<file path="config.mk">
export PLATFORM = sky130hd
export DESIGN_NAME = mul_compressor_sequencer
export DESIGN_NICKNAME = d
export VERILOG_FILES = /design/src/rtl/mul_cmp_pkg.sv /design/src/rtl/pp_column_gen.sv /design/src/rtl/mul_compressor_sequencer.sv
export SDC_FILE = /design/constraint.sdc
export NUM_CORES = 2
export LEC_CHECK = 0
export ABC_CLOCK_PERIOD_IN_PS = 7600
export CORE_MARGIN = 1.5
export CORE_UTILIZATION = 40
export DETAILED_ROUTE_END_ITERATION = 8
export GPL_TIMING_DRIVEN = 0
export PLACE_DENSITY = 0.58
export SLEW_MARGIN = 25
export SYNTH_ARGS = -nofsm -noshare
export SYNTH_HDL_FRONTEND = slang
export SYNTH_SLANG_ARGS = --single-unit
</file>
<file path="constraint.sdc">
create_clock -name clk -period 7.6 [get_ports clk]
set_input_delay 1.52 -clock clk [delete_from_list [all_inputs] [get_ports clk]]
set_output_delay 1.52 -clock clk [all_outputs]
set_load 0.05 [all_outputs]
</file>
<file path="src/rtl/mul_cmp_pkg.sv">
// Shared sizing, column geometry helpers and FSM state type for the
// multiplier column-compressor sequencer.
package mul_cmp_pkg;

    localparam int unsigned W    = 23;
    localparam int unsigned COLS = 2 * W - 1;
    localparam int unsigned PW   = 2 * W + 1;
    localparam int unsigned TW   = $clog2(W);

    typedef enum logic [1:0] {
        StIdle,
        StShift,
        StWait,
        StResp
    } state_e;

    // Number of partial-product bits landing in column k.
    function automatic int unsigned col_height(input int unsigned k);
        return ((k + 1) < (COLS - k)) ? (k + 1) : (COLS - k);
    endfunction

    // Lowest a-operand index contributing to column k.
    function automatic int unsigned col_base(input int unsigned k);
        return (k >= W) ? (k - W + 1) : 0;
    endfunction

endpackage

</file>
<file path="src/rtl/pp_column_gen.sv">
// Combinational partial-product serialiser: for shift step t, produce one bit
// per compressor column so that each column receives its h bits in the last
// h shift cycles.
module pp_column_gen
    import mul_cmp_pkg::*;
(
    input  logic [W-1:0]    a_i,
    input  logic [W-1:0]    b_i,
    input  logic [TW-1:0]   t_i,
    input  logic            en_i,
    output logic [COLS-1:0] src_bit_o
);

    for (genvar k = 0; k < COLS; k++) begin : g_col
        localparam int unsigned H    = col_height(k);
        localparam int unsigned Base = col_base(k);

        // Partial products of this column, zero-padded to W entries so the
        // t-derived index always has a full-width select.
        logic [W-1:0] pp;

        for (genvar j = 0; j < W; j++) begin : g_pp
            if (j < H) begin : g_bit
                assign pp[j] = a_i[Base + j] & b_i[k - Base - j];
            end else begin : g_pad
                assign pp[j] = 1'b0;
            end
        end

        if (H == W) begin : g_full
            // Tallest column emits on every shift step.
            assign src_bit_o[k] = en_i & pp[t_i];
        end else begin : g_short
            localparam logic [TW-1:0] Off = TW'(W - H);
            logic [TW-1:0] m;
            assign m = t_i - Off;
            // Leading zeros first so older bits fall out of the h-deep register.
            assign src_bit_o[k] = (en_i && (t_i >= Off)) ? pp[m] : 1'b0;
        end
    end

endmodule

</file>
<file path="src/rtl/mul_compressor_sequencer.sv">
// Drives one W x W multiplication through the column-compressor harness,
// samples the compressor result in its single valid cycle and checks it
// against a behavioural product. Keeps saturating pass/error counters.
module mul_compressor_sequencer
    import mul_cmp_pkg::*;
#(
    parameter int unsigned LAT    = 0,
    parameter logic [15:0] CntSat = 16'hFFFF
) (
    input  logic            clk,
    input  logic            rst,
    input  logic            in_valid,
    output logic            in_ready,
    input  logic [W-1:0]    a,
    input  logic [W-1:0]    b,
    output logic [COLS-1:0] src_bit,
    input  logic [PW-1:0]   dst,
    output logic            out_valid,
    input  logic            out_ready,
    output logic [PW-1:0]   product,
    output logic            err,
    output logic [15:0]     pass_cnt,
    output logic [15:0]     err_cnt
);

    localparam int unsigned        WaitW    = $clog2(LAT + 2);
    localparam logic [TW-1:0]      TLast    = TW'(W - 1);
    localparam logic [WaitW-1:0]   WaitLast = WaitW'(LAT);

    state_e            state_q, state_d;
    logic [TW-1:0]     t_q, t_d;
    logic [WaitW-1:0]  wait_q, wait_d;
    logic [W-1:0]      a_q, a_d;
    logic [W-1:0]      b_q, b_d;
    logic [PW-1:0]     product_q, product_d;
    logic              err_q, err_d;
    logic [15:0]       pass_q, pass_d;
    logic [15:0]       errc_q, errc_d;

    logic [2*W-1:0]    ref_prod;
    logic              mismatch;
    logic              shift_en;

    assign ref_prod = {{W{1'b0}}, a_q} * {{W{1'b0}}, b_q};
    assign mismatch = (dst != {1'b0, ref_prod});
    assign shift_en = (state_q == StShift);

    pp_column_gen u_pp_column_gen (
        .a_i       (a_q),
        .b_i       (b_q),
        .t_i       (t_q),
        .en_i      (shift_en),
        .src_bit_o (src_bit)
    );

    // State, operand latches, sampled result and counters.
    always_ff @(posedge clk or posedge rst) begin
        if (rst) begin
            state_q   <= StIdle;
            t_q       <= '0;
            wait_q    <= '0;
            a_q       <= '0;
            b_q       <= '0;
            product_q <= '0;
            err_q     <= 1'b0;
            pass_q    <= '0;
            errc_q    <= '0;
        end else begin
            state_q   <= state_d;
            t_q       <= t_d;
            wait_q    <= wait_d;
            a_q       <= a_d;
            b_q       <= b_d;
            product_q <= product_d;
            err_q     <= err_d;
            pass_q    <= pass_d;
            errc_q    <= errc_d;
        end
    end

    // Next-state: accept, serialise W steps, wait out the compressor, respond.
    always_comb begin
        state_d   = state_q;
        t_d       = t_q;
        wait_d    = wait_q;
        a_d       = a_q;
        b_d       = b_q;
        product_d = product_q;
        err_d     = err_q;
        pass_d    = pass_q;
        errc_d    = errc_q;

        unique case (state_q)
            StIdle: begin
                if (in_valid) begin
                    a_d     = a;
                    b_d     = b;
                    t_d     = '0;
                    state_d = StShift;
                end
            end
            StShift: begin
                if (t_q == TLast) begin
                    wait_d  = '0;
                    state_d = StWait;
                end else begin
                    t_d = t_q + 1'b1;
                end
            end
            StWait: begin
                // dst is only meaningful in this one cycle; zeros follow.
                if (wait_q == WaitLast) begin
                    product_d = dst;
                    err_d     = mismatch;
                    state_d   = StResp;
                end else begin
                    wait_d = wait_q + 1'b1;
                end
            end
            StResp: begin
                if (out_ready) begin
                    state_d = StIdle;
                    if (err_q) begin
                        if (errc_q != CntSat) errc_d = errc_q + 1'b1;
                    end else begin
                        if (pass_q != CntSat) pass_d = pass_q + 1'b1;
                    end
                end
            end
            default: state_d = StIdle;
        endcase
    end

    assign in_ready  = (state_q == StIdle);
    assign out_valid = (state_q == StResp);
    assign product   = product_q;
    assign err       = err_q;
    assign pass_cnt  = pass_q;
    assign err_cnt   = errc_q;

endmodule

</file>
==> key figures <==
Routing
  • Routed WL per cell: ~34 um
  • Routed wire length: between 150,000 and 200,000 um
  • # DRC: 21
  • Via density: 6.10
  • Drt pass-1 iters: 9
  • Final antenna-violating net count: 0
  • Via count: approximately 27,000
  • Drt initial violations: 3,463

Timing
  • Fin crit share: 1.02
  • Final hold vios: 0
  • Post-layout minimum cycle time: approximately 7800 ps
  • Slew Limit Fails: 0
  • Max transition margin: 0.133
  • Max frequency: 129 MHz
  • Setup ws final: -163 ps
  • Slew @ Worst Pin: roughly 1300 ps
  • # setup viols final: 6
  • Clock skew: between 30 and 40 ps
  • Hold_ws: around 490 ps

CTS
  • Cts bufs inserted: 17
  • Root Driver: clkbuf_16
  • TritonCTS clock tree: yes
  • Longest Clk Path Bufs: 2
  • Clock transition at the registers of the reported paths: approximately 90 ps
  • Clk_lat worst skew: ~530 ps
  • CTS sink cnt: approximately 130
  • H-tree depth: 4

Worst setup path
  • Worst path bufs/invs: 7
  • Setup crit end kind: output pin
  • CP arrival: approximately 6200 ps
  • CP top delay family: buffers and inverters
  • Highest cell delay on the worst timing path: a little under 900 ps
  • Worst path slowest cell: clkdlybuf4s50_1
  • Startpoint Class: flip-flop
  • CP Cell Sequence: buf_2 -> inv_2 -> clkbuf_2 -> buf_4 -> ha_1 -> clkbuf_4 -> clkbuf_2 -> a21oi_1 -> a211oi_1 -> a221oi_1 -> nor3_1 -> clkdlybuf4s50_1
  • CP dominant cell by count: clkbuf_2
  • Worst setup path category: reg -> out
  • Critical path peak fanout: 14
  • Worst EP required: approximately 6100 ps

Floorplanning
  • Rows: 99
  • Num ports: around 220
  • Initial Utilization: 0.404
  • Core Region: around 73,000 um2
  • Die ar.: 75,300 um2
  • Die W: between 200 and 300 um
  • Overall die height: 274 um

Run
  • MaxCap Viol Count: 0

Synthesis
  • Predominant post-synthesis flop cell: dfrtp_1
  • Avg Cell Area, Syn: 9.23 um2
  • Async SR Flop Fraction: 1.00
  • Synth top area share: 0.298
  • Syn nets: 3,921
  • Post-Syn Area: 29,400 um2
  • Area leader, netlist: fa_1
  • Post-Synthesis Cells: 3,190
  • Flip-flop and latch count after synthesis: roughly 130
  • Ys Warns: 0
  • Number of flops mapped to enable cells by yosys: 0
  • Yosys cell types: 83
  • Top cells by area, synth: fa_1, dfrtp_1, ha_1
  • Sequential fraction of the synthesis area: 0.113

Finish
  • Fin nets: 4,237
  • Filler Cell Count: between 7,000 and 8,000
  • Final core occ: 0.491
  • Area Growth Syn to Fin: 21.6%
  • Share of layout cells above drive strength 1: 0.189

GRT
  • Largest net degree at the start of global routing: between 80 and 90
  • Number of global-route vias before repair: 27,481
  • Grt ovf: 0
  • First-pass GRT wire length: between 200,000 and 250,000 um
  • Initial antenna violation count: 11
  • Tot GR Track Use: 0.414

Outcome
  • Failing checks: design-rule violations, negative setup slack
  • Status: finished, violations left

Placement
  • Port-buffer cells: roughly 220
  • Routability congestion estimate: 1.08
  • Dpl ws: -2350 ps
  • DP HPWL: 120,000 um

Hold path
  • HP Class: reg -> reg
[Yosys cell counts, types with 12 or more instances]
| master | number |
|---|---|
| a211oi_1 | 29 |
| a21o_1 | 12 |
| a21oi_1 | 108 |
| a22oi_1 | 13 |
| a31oi_1 | 19 |
| and2_1 | 356 |
| buf_1 | 15 |
| buf_2 | 34 |
| clkbuf_1 | 148 |
| dfrtp_1 | 133 |
| fa_1 | 438 |
| ha_1 | 196 |
| inv_1 | 464 |
| mux2_2 | 119 |
| mux2i_1 | 41 |
| mux4_2 | 90 |
| nand2_1 | 329 |
| nand3_1 | 59 |
| nand4_1 | 32 |
| nor2_1 | 131 |
| nor2b_1 | 14 |
| nor3_1 | 28 |
| o211ai_1 | 27 |
| o21ai_0 | 84 |
| xnor2_1 | 72 |
| xor2_1 | 32 |
[state kept, by name, indices dropped and copies added (netlist names)]
name and count:
t_q 5, product 47, a_q 23, state_q 2
err 1, err_cnt 16, b_q 23, pass_cnt 16
[per-stage QoR]
step / area, um2 / setup TNS, ps / instances
after floorplan: 29400 / 0 / 3190
after global placement: 32900 / -73530 / 4372
after detailed placement: 33000 / -20820 / 4377
after CTS: 34600 / -404 / 4418
after global routing: 35800 / -16.9 / 4481
final: 35800 / -452 / 4488
[area by class of cell]
type | count | area, um2 | area share
clock inverter | 15 | 176 | 0.00493
antenna | 10 | 25.0 | 0.000699
tap | 959 | 1200 | 0.0335
sequential | 133 | 3400 | 0.0948
buffer | 182 | 1570 | 0.0438
multi-input combinational | 2387 | 24200 | 0.676
clock buffer | 17 | 425 | 0.0119
timing repair buffer | 316 | 3050 | 0.0853
inverter | 469 | 1770 | 0.0495
[worst reg2reg max path, delay by kind of cell, from the launching register on]
family,cells,cell delay (ps)
AND/OR/NAND/NOR,5,1180
adder cells (fa/ha/maj),8,3700
flip-flops,1,500
AO/OA/AOI/OAI,4,950
buffers and inverters,8,1070
[path summary, 6_finish.rpt]
path	start	end	slack [ps]	cells past startpoint
setup / recovery	t_q[1]	src_bit[28]	-160	12
hold / removal	pass_cnt[12]	pass_cnt[12]	490	1
setup reg to reg	a_q[10]	err	90	25
hold reg to reg	pass_cnt[12]	pass_cnt[12]	490	1
max in group asynchronous	rst	b_q[15]	5340	3
min in group asynchronous	rst	product[15]	1420	2
[cells in the final DEF, fill, tap and decap left out, drive strengths merged, types with 8 or more instances in the layout]
cell type        n
xor2            32
a211oi          30
mux2i           41
fa             438
dfrtp          133
diode           10
clkbuf         114
o211ai          27
xnor2           72
clkdlybuf4s50  214
nor2b           14
a22oi           13
a221oi           9
mux2           121
and2           360
a21oi          109
mux4            90
nor2           131
and3            10
nand3           60
or3              8
o21ai           91
nand4           33
buf            179
nand2b           9
nand2          329
inv            476
a31oi           19
nor3            28
ha             196
a21o            12
[metal layers]
metal  track usage  routed length, um  up-vias
li1              -                  -    11112
met2         0.598              64100     2063
met4         0.295              13900        8
met1         0.507              56600    13639
met3         0.153              19300      558
met5        0.0173                239        -
[logic make-up after synthesis]
kind of cell,after synthesis,share of synthesized area
AO/OA/AOI/OAI,385,0.0844
XOR/XNOR,104,0.0309
adder cells (fa/ha/maj),634,0.381
buffers and inverters,670,0.0874
flip-flops,133,0.113
multiplexers,252,0.129
AND/OR/NAND/NOR,1012,0.174
[timing repair]
| item | in CTS | in global routing |
|---|---|---|
| pin swaps | 10 | 42 |
| hold buffers | 0 | 0 |
| gates cloned | 0 | 1 |
| resized for setup | 321 | 211 |
| setup endpoints to repair | 35 | 17 |
| buffers inserted | 23 | 63 |
Power is left out: the tool's default activity adds up to more than one toggle a clock period on the data nets, which glitch-free logic cannot reach.
